**src/rtl/fsm_stream_sequencer_pkg.sv**
```systemverilog
// Shared types and constants for the serial stream sequencer.
// Contains the controller state enum, core state codes and WIDTH check.
package fsm_stream_sequencer_pkg;

    typedef enum logic [1:0] {
        ST_IDLE  = 2'b00,
        ST_SHIFT = 2'b01,
        ST_DONE  = 2'b10
    } ctrl_state_t;

    // Core {Qa,Qb} encodings
    localparam logic [1:0] S_IDLE = 2'b00;
    localparam logic [1:0] S_ONE  = 2'b01;
    localparam logic [1:0] S_RUN  = 2'b10;

    localparam int WIDTH_MIN = 1;
    localparam int WIDTH_MAX = 32;

    function automatic bit width_ok(input int w);
        return (w >= WIDTH_MIN) && (w <= WIDTH_MAX);
    endfunction

endpackage

```
**src/rtl/mealy_edge_core.sv**
```systemverilog
// Two-flop Mealy rising-edge detector on a serial bit stream.
// Ports: CLK, RES (async high), clr (to 00, wins over en), en, I;
// Y (combinational, 1 on first 1 after 0/clear), Qa, Qb (state flops).
module mealy_edge_core
    import fsm_stream_sequencer_pkg::*;
(
    input  logic CLK,
    input  logic RES,
    input  logic clr,
    input  logic en,
    input  logic I,
    output logic Y,
    output logic Qa,
    output logic Qb
);

    logic r_qa;
    logic r_qb;
    logic w_s;
    logic w_qa_nxt;
    logic w_qb_nxt;

    assign w_s      = r_qa | r_qb;
    assign w_qa_nxt = w_s & I;
    assign w_qb_nxt = ~w_s & I;
    assign Y        = w_qb_nxt;
    assign Qa       = r_qa;
    assign Qb       = r_qb;

    always_ff @(posedge CLK or posedge RES) begin
        if (RES) begin
            {r_qa, r_qb} <= S_IDLE;
        end else if (clr) begin
            {r_qa, r_qb} <= S_IDLE;
        end else if (en) begin
            {r_qa, r_qb} <= {w_qa_nxt, w_qb_nxt};
        end
    end

endmodule

```
**src/rtl/fsm_stream_sequencer.sv**
```systemverilog
// Word-to-serial controller around mealy_edge_core: accepts a word, shifts
// it MSB first through the core and returns the collected Y bits.
// Ports: CLK, RES (async high); in_valid/in_ready/in_data/in_keep producer
// side; out_valid/out_ready/out_data consumer side; busy, core_q debug.
module fsm_stream_sequencer
    import fsm_stream_sequencer_pkg::*;
#(
    parameter int WIDTH = 8
) (
    input  logic             CLK,
    input  logic             RES,
    input  logic             in_valid,
    output logic             in_ready,
    input  logic [WIDTH-1:0] in_data,
    input  logic             in_keep,
    output logic             out_valid,
    input  logic             out_ready,
    output logic [WIDTH-1:0] out_data,
    output logic             busy,
    output logic [1:0]       core_q
);

    if (!width_ok(WIDTH)) begin : g_bad_width
        $error("fsm_stream_sequencer: WIDTH must be 1..32");
    end

    localparam int CW = $clog2(WIDTH + 1);

    ctrl_state_t      r_state;
    logic [WIDTH-1:0] r_sh;
    logic [WIDTH-1:0] r_res;
    logic [WIDTH-1:0] r_out;
    logic [CW-1:0]    r_cnt;

    logic             w_accept;
    logic             w_clr;
    logic             w_en;
    logic             w_bit;
    logic             w_y;
    logic             w_qa;
    logic             w_qb;
    logic             w_last;
    logic [WIDTH-1:0] w_res_nxt;

    assign w_accept  = (r_state == ST_IDLE) & in_valid;
    assign w_clr     = w_accept & ~in_keep;
    assign w_en      = (r_state == ST_SHIFT);
    assign w_bit     = r_sh[WIDTH-1];
    assign w_last    = (r_cnt == CW'(WIDTH - 1));
    assign w_res_nxt = (r_res << 1) | WIDTH'(w_y);

    mealy_edge_core u_core (
        .CLK (CLK),
        .RES (RES),
        .clr (w_clr),
        .en  (w_en),
        .I   (w_bit),
        .Y   (w_y),
        .Qa  (w_qa),
        .Qb  (w_qb)
    );

    always_ff @(posedge CLK or posedge RES) begin
        if (RES) begin
            r_state <= ST_IDLE;
            r_sh    <= '0;
            r_res   <= '0;
            r_out   <= '0;
            r_cnt   <= '0;
        end else begin
            case (r_state)
                ST_IDLE: begin
                    if (in_valid) begin
                        r_sh    <= in_data;
                        r_res   <= '0;
                        r_cnt   <= '0;
                        r_state <= ST_SHIFT;
                    end
                end
                ST_SHIFT: begin
                    r_sh  <= r_sh << 1;
                    r_res <= w_res_nxt;
                    r_cnt <= r_cnt + CW'(1);
                    if (w_last) begin
                        // publish only the finished word so out_data
                        // stays put while the next word shifts
                        r_out   <= w_res_nxt;
                        r_state <= ST_DONE;
                    end
                end
                ST_DONE: begin
                    if (out_ready) begin
                        r_state <= ST_IDLE;
                    end
                end
                default: begin
                    r_state <= ST_IDLE;
                end
            endcase
        end
    end

    assign in_ready  = (r_state == ST_IDLE);
    assign out_valid = (r_state == ST_DONE);
    assign busy      = (r_state == ST_SHIFT) | (r_state == ST_DONE);
    assign out_data  = r_out;
    assign core_q    = {w_qa, w_qb};

endmodule

```
**config.mk**
```make
export PLATFORM = sky130hd
export DESIGN_NAME = fsm_stream_sequencer
export DESIGN_NICKNAME = d
export VERILOG_FILES = /design/src/rtl/fsm_stream_sequencer_pkg.sv /design/src/rtl/mealy_edge_core.sv /design/src/rtl/fsm_stream_sequencer.sv
export SDC_FILE = /design/constraint.sdc
export NUM_CORES = 1
export LEC_CHECK = 0
export ABC_AREA = 1
export ABC_CLOCK_PERIOD_IN_PS = 1500
export CAP_MARGIN = 20
export CORE_ASPECT_RATIO = 1.75
export CORE_UTILIZATION = 44
export DETAILED_ROUTE_END_ITERATION = 8
export PLACE_DENSITY = 0.68
export SLEW_MARGIN = 20
export SYNTH_ARGS = -nofsm -noshare
export SYNTH_HDL_FRONTEND = slang
export SYNTH_SLANG_ARGS = --single-unit
export TNS_END_PERCENT = 20
```
**constraint.sdc**
```tcl
create_clock -name CLK -period 1.5 [get_ports CLK]
set_input_delay 0.15 -clock CLK [delete_from_list [all_inputs] [get_ports CLK]]
set_output_delay 0.15 -clock CLK [all_outputs]
set_load 0.02 [all_outputs]
```
==> run_results.csv <==
group,metric,value,unit
status,status,"finished, final reports clean",
timing,setup_viol,0,
worst_setup_path,path_cells,"clkdlybuf4s50_1",
pwr,power,3.431,mW
layout,post-route-util,0.5977,
yosys,yosysUniqueCellTypes,22,
worst_setup_path,path_buf_inv,1,
yosys,synthCells,162,
timing,drv_slew,0,
die,rows,27,
route,vias,1147,
clock_network,cts_tree,"done",
place,routabilityCongestion,0.7927,
clock_network,root_buffer,"clkbuf_8",
yosys,synth_top_area_frac,0.5193,
die,die_h,79.08,um
yosys,yosysWarnings,0,
worst_setup_path,required,1.35,ns
yosys,yosysTopAreaCell,"dfrtp_1",
route,drt-total-wl,2864,um
clock_network,cts.sinks,31,
clock_network,clk_pin_slew_worst_paths,0.06,ns
timing,rsz0062_at_grt,"true",
yosys,synth_area_leaders,"dfrtp_1, nand2_1, inv_1, ha_1, o21ai_2",
worst_setup_path,crit_fanout,4,
worst_setup_path,cpMaxStageDelayCell,"clkdlybuf4s50_1",
yosys,synth_most_common_cell,"nand2_1",
place,io_buffer_count,25,
layout,antenna_cells,0,
worst_setup_path,r2r_cells,6,
yosys,synth.net_count,180,
timing,timing.hold.ws,0.2482,ns
clock_network,cts_buffers,5,
yosys,async_reset_ff_frac,1.000,
worst_setup_path,critPathKind,"register to output pin",
die,die_area,3641,sq um
timing,fin_crit_sh,0.9611,
yosys,syn_avg_cell_area,9.222,sq um
layout,areaGrowthSynthToFinish,27.05,%
yosys,synth_commonest_cells,"nand2_1, dfrtp_1, inv_1",
global_route,met2_usage,0.3479,
job,drv_cap,0,
worst_setup_path,r2r_slack,0.08,ns
place,dp_slack,-0.01305,ns
worst_setup_path,path_delay_family,"buffers and inverters",
die,start_util,0.4704,
pwr,p_leak,0.9311,nW
timing,fmax,693.7,MHz
worst_setup_path,crit_path_max_incr_delay,0.62,ns
global_route,grt_pass1_vias,1269,
yosys,seq_area_frac_synth,0.5193,
min_path,worstHoldPathType,"primary input to asynchronous set/reset pin",
timing,slew_headroom,0.7424,
yosys,synth-main-ff-cell,"dfrtp_1",
layout,fillers,300,
die,core_area,3176,sq um
global_route,top_usage_layer,"met2",
global_route,grt_util_met1,0.1859,
place,dpl.cell_count,231,
timing,finalHoldViolCount,0,
pwr,max-vdd-ir-drop,1.051,mV
pwr,power_density,1808,nW/um^2
timing,finClkSkew,0.003912,ns
worst_setup_path,critical_path_arrival,1.29,ns
route,dr.pass1.iters,4,
global_route,gr-total-overflow,0,
timing,tightest_slew,0.3864,ns
worst_setup_path,crit_cells,1,
timing,fin_crit,1.442,ns
route,vias_per_cell,4.819,
global_route,use_met3,0.05682,
clock_network,clk_latency,0.28,ns
yosys,synth_edf_count,0,
route,drc,0,
die,ios,26,
route,antenna_left,0,
yosys,synth_seq_cells,31,
global_route,antenna_found_initial,0,
worst_setup_path,worstSetupEndpointType,"output pin",
die,die_w,46.05,um
worst_setup_path,start_kind,"register",
global_route,grt_usage,0.1935,
layout,stdcell_count,238,
layout,final_nets,213,
route,drt_iter0_markers,11,
yosys,netlist_area,1494,sq um
place,place_hpwl,2186,um
global_route,grt_pass1_wl,5057,um
global_route,grt_max_degree,32,
timing,fin_ws,0.05842,ns
layout,drive_gt1_frac,0.1692,
clock_network,cts_buffer_depth,2,
clock_network,htree_levels,2,
route,wl_per_cell,12.03,um
==> stage by stage <==
step	TNS (ns)	cell area, sq um
after CTS	0	1904
after global routing	-0.07039	1898
after global placement	0	1815
after floorplan	0	1494
final	0	1898
after detailed placement	-0.02406	1815
==> worst reg2reg max path: cells and delay by family, from the launching register on <==
family	cells	cell delay (ns)
DFF	1	0.34
and+or+nand+nor	2	0.37
AOI/OAI and AO/OA	1	0.09
buffers and inverters	2	0.26
adders and majority gates	1	0.24
==> per-layer routing <==
layer / vias to the layer above / part of all wire
met4: 0 / 0.019
met5: - / 0
met1: 542 / 0.38
met3: 6 / 0.036
li1: 578 / -
met2: 21 / 0.57
==> layout make-up <==
type,count,area [sq um],area share
clock buffers,6,82.58,0.04351
clock inverters,1,5.005,0.002637
inverters,21,78.83,0.04153
multi-input cells,103,574.3,0.3026
flip-flops and latches,31,775.7,0.4087
well taps,43,53.80,0.02835
repair buffers,33,327.8,0.1727
==> timing repair <==
action / 4_1_cts / 5_1_grt
cloned: 0 / 0
hold buffers: 0 / 0
endpoints found under the setup margin: 8 / 11
resized for setup: 6 / 5
buffers inserted: 0 / 0
==> path summary, 6_finish.rpt <==
check | start | endpoint
max in group asynchronous | RES | r_sh[3]$_DFFE_PP0P_
hold / removal | RES | r_cnt[1]$_DFFE_PP0P_
hold reg to reg | out_data[5]$_DFFE_PP0P_ | out_data[5]$_DFFE_PP0P_
setup / recovery | u_core.Qb$_DFFE_PP0P_ | core_q[0]
min in group CLK | in_data[0] | r_sh[0]$_DFFE_PP0P_
setup reg to reg | r_state[1]$_DFFE_PP0P_ | r_sh[5]$_DFFE_PP0P_
==> power breakdown <==
group	internal, mW	switching, mW
clock	0.359	0.294
combinational	0.606	0.883
sequential	1.12	0.166
total	2.09	1.34
==> flip-flops by register name, indices dropped and copies added, names as in the netlist <==
| register | flops |
|---|---|
| u_core.Qb | 1 |
| r_sh | 8 |
| r_state | 2 |
| r_res | 7 |
| u_core.Qa | 1 |
| r_cnt | 4 |
| out_data | 8 |
==> layout by cell type, fill, tap and decap left out, drive strengths merged <==
cell type	n
nand2	52
dfrtp	31
clkdlybuf4s50	21
inv	21
o21ai	13
clkbuf	8
buf	8
o22ai	7
nand3	6
o211ai	5
ha	5
or2	5
nor2	4
a21oi	4
nand4	1
nor3	1
clkinv	1
dlymetal6s2s	1
clkdlybuf4s15	1
==> kinds of logic after synthesis <==
family          synth area share
compound gates            0.1348
simple gates              0.2060
buf+inv                  0.09798
fa+ha+maj                0.04188
flops                     0.5193
(Power assumes the default switching activity.)
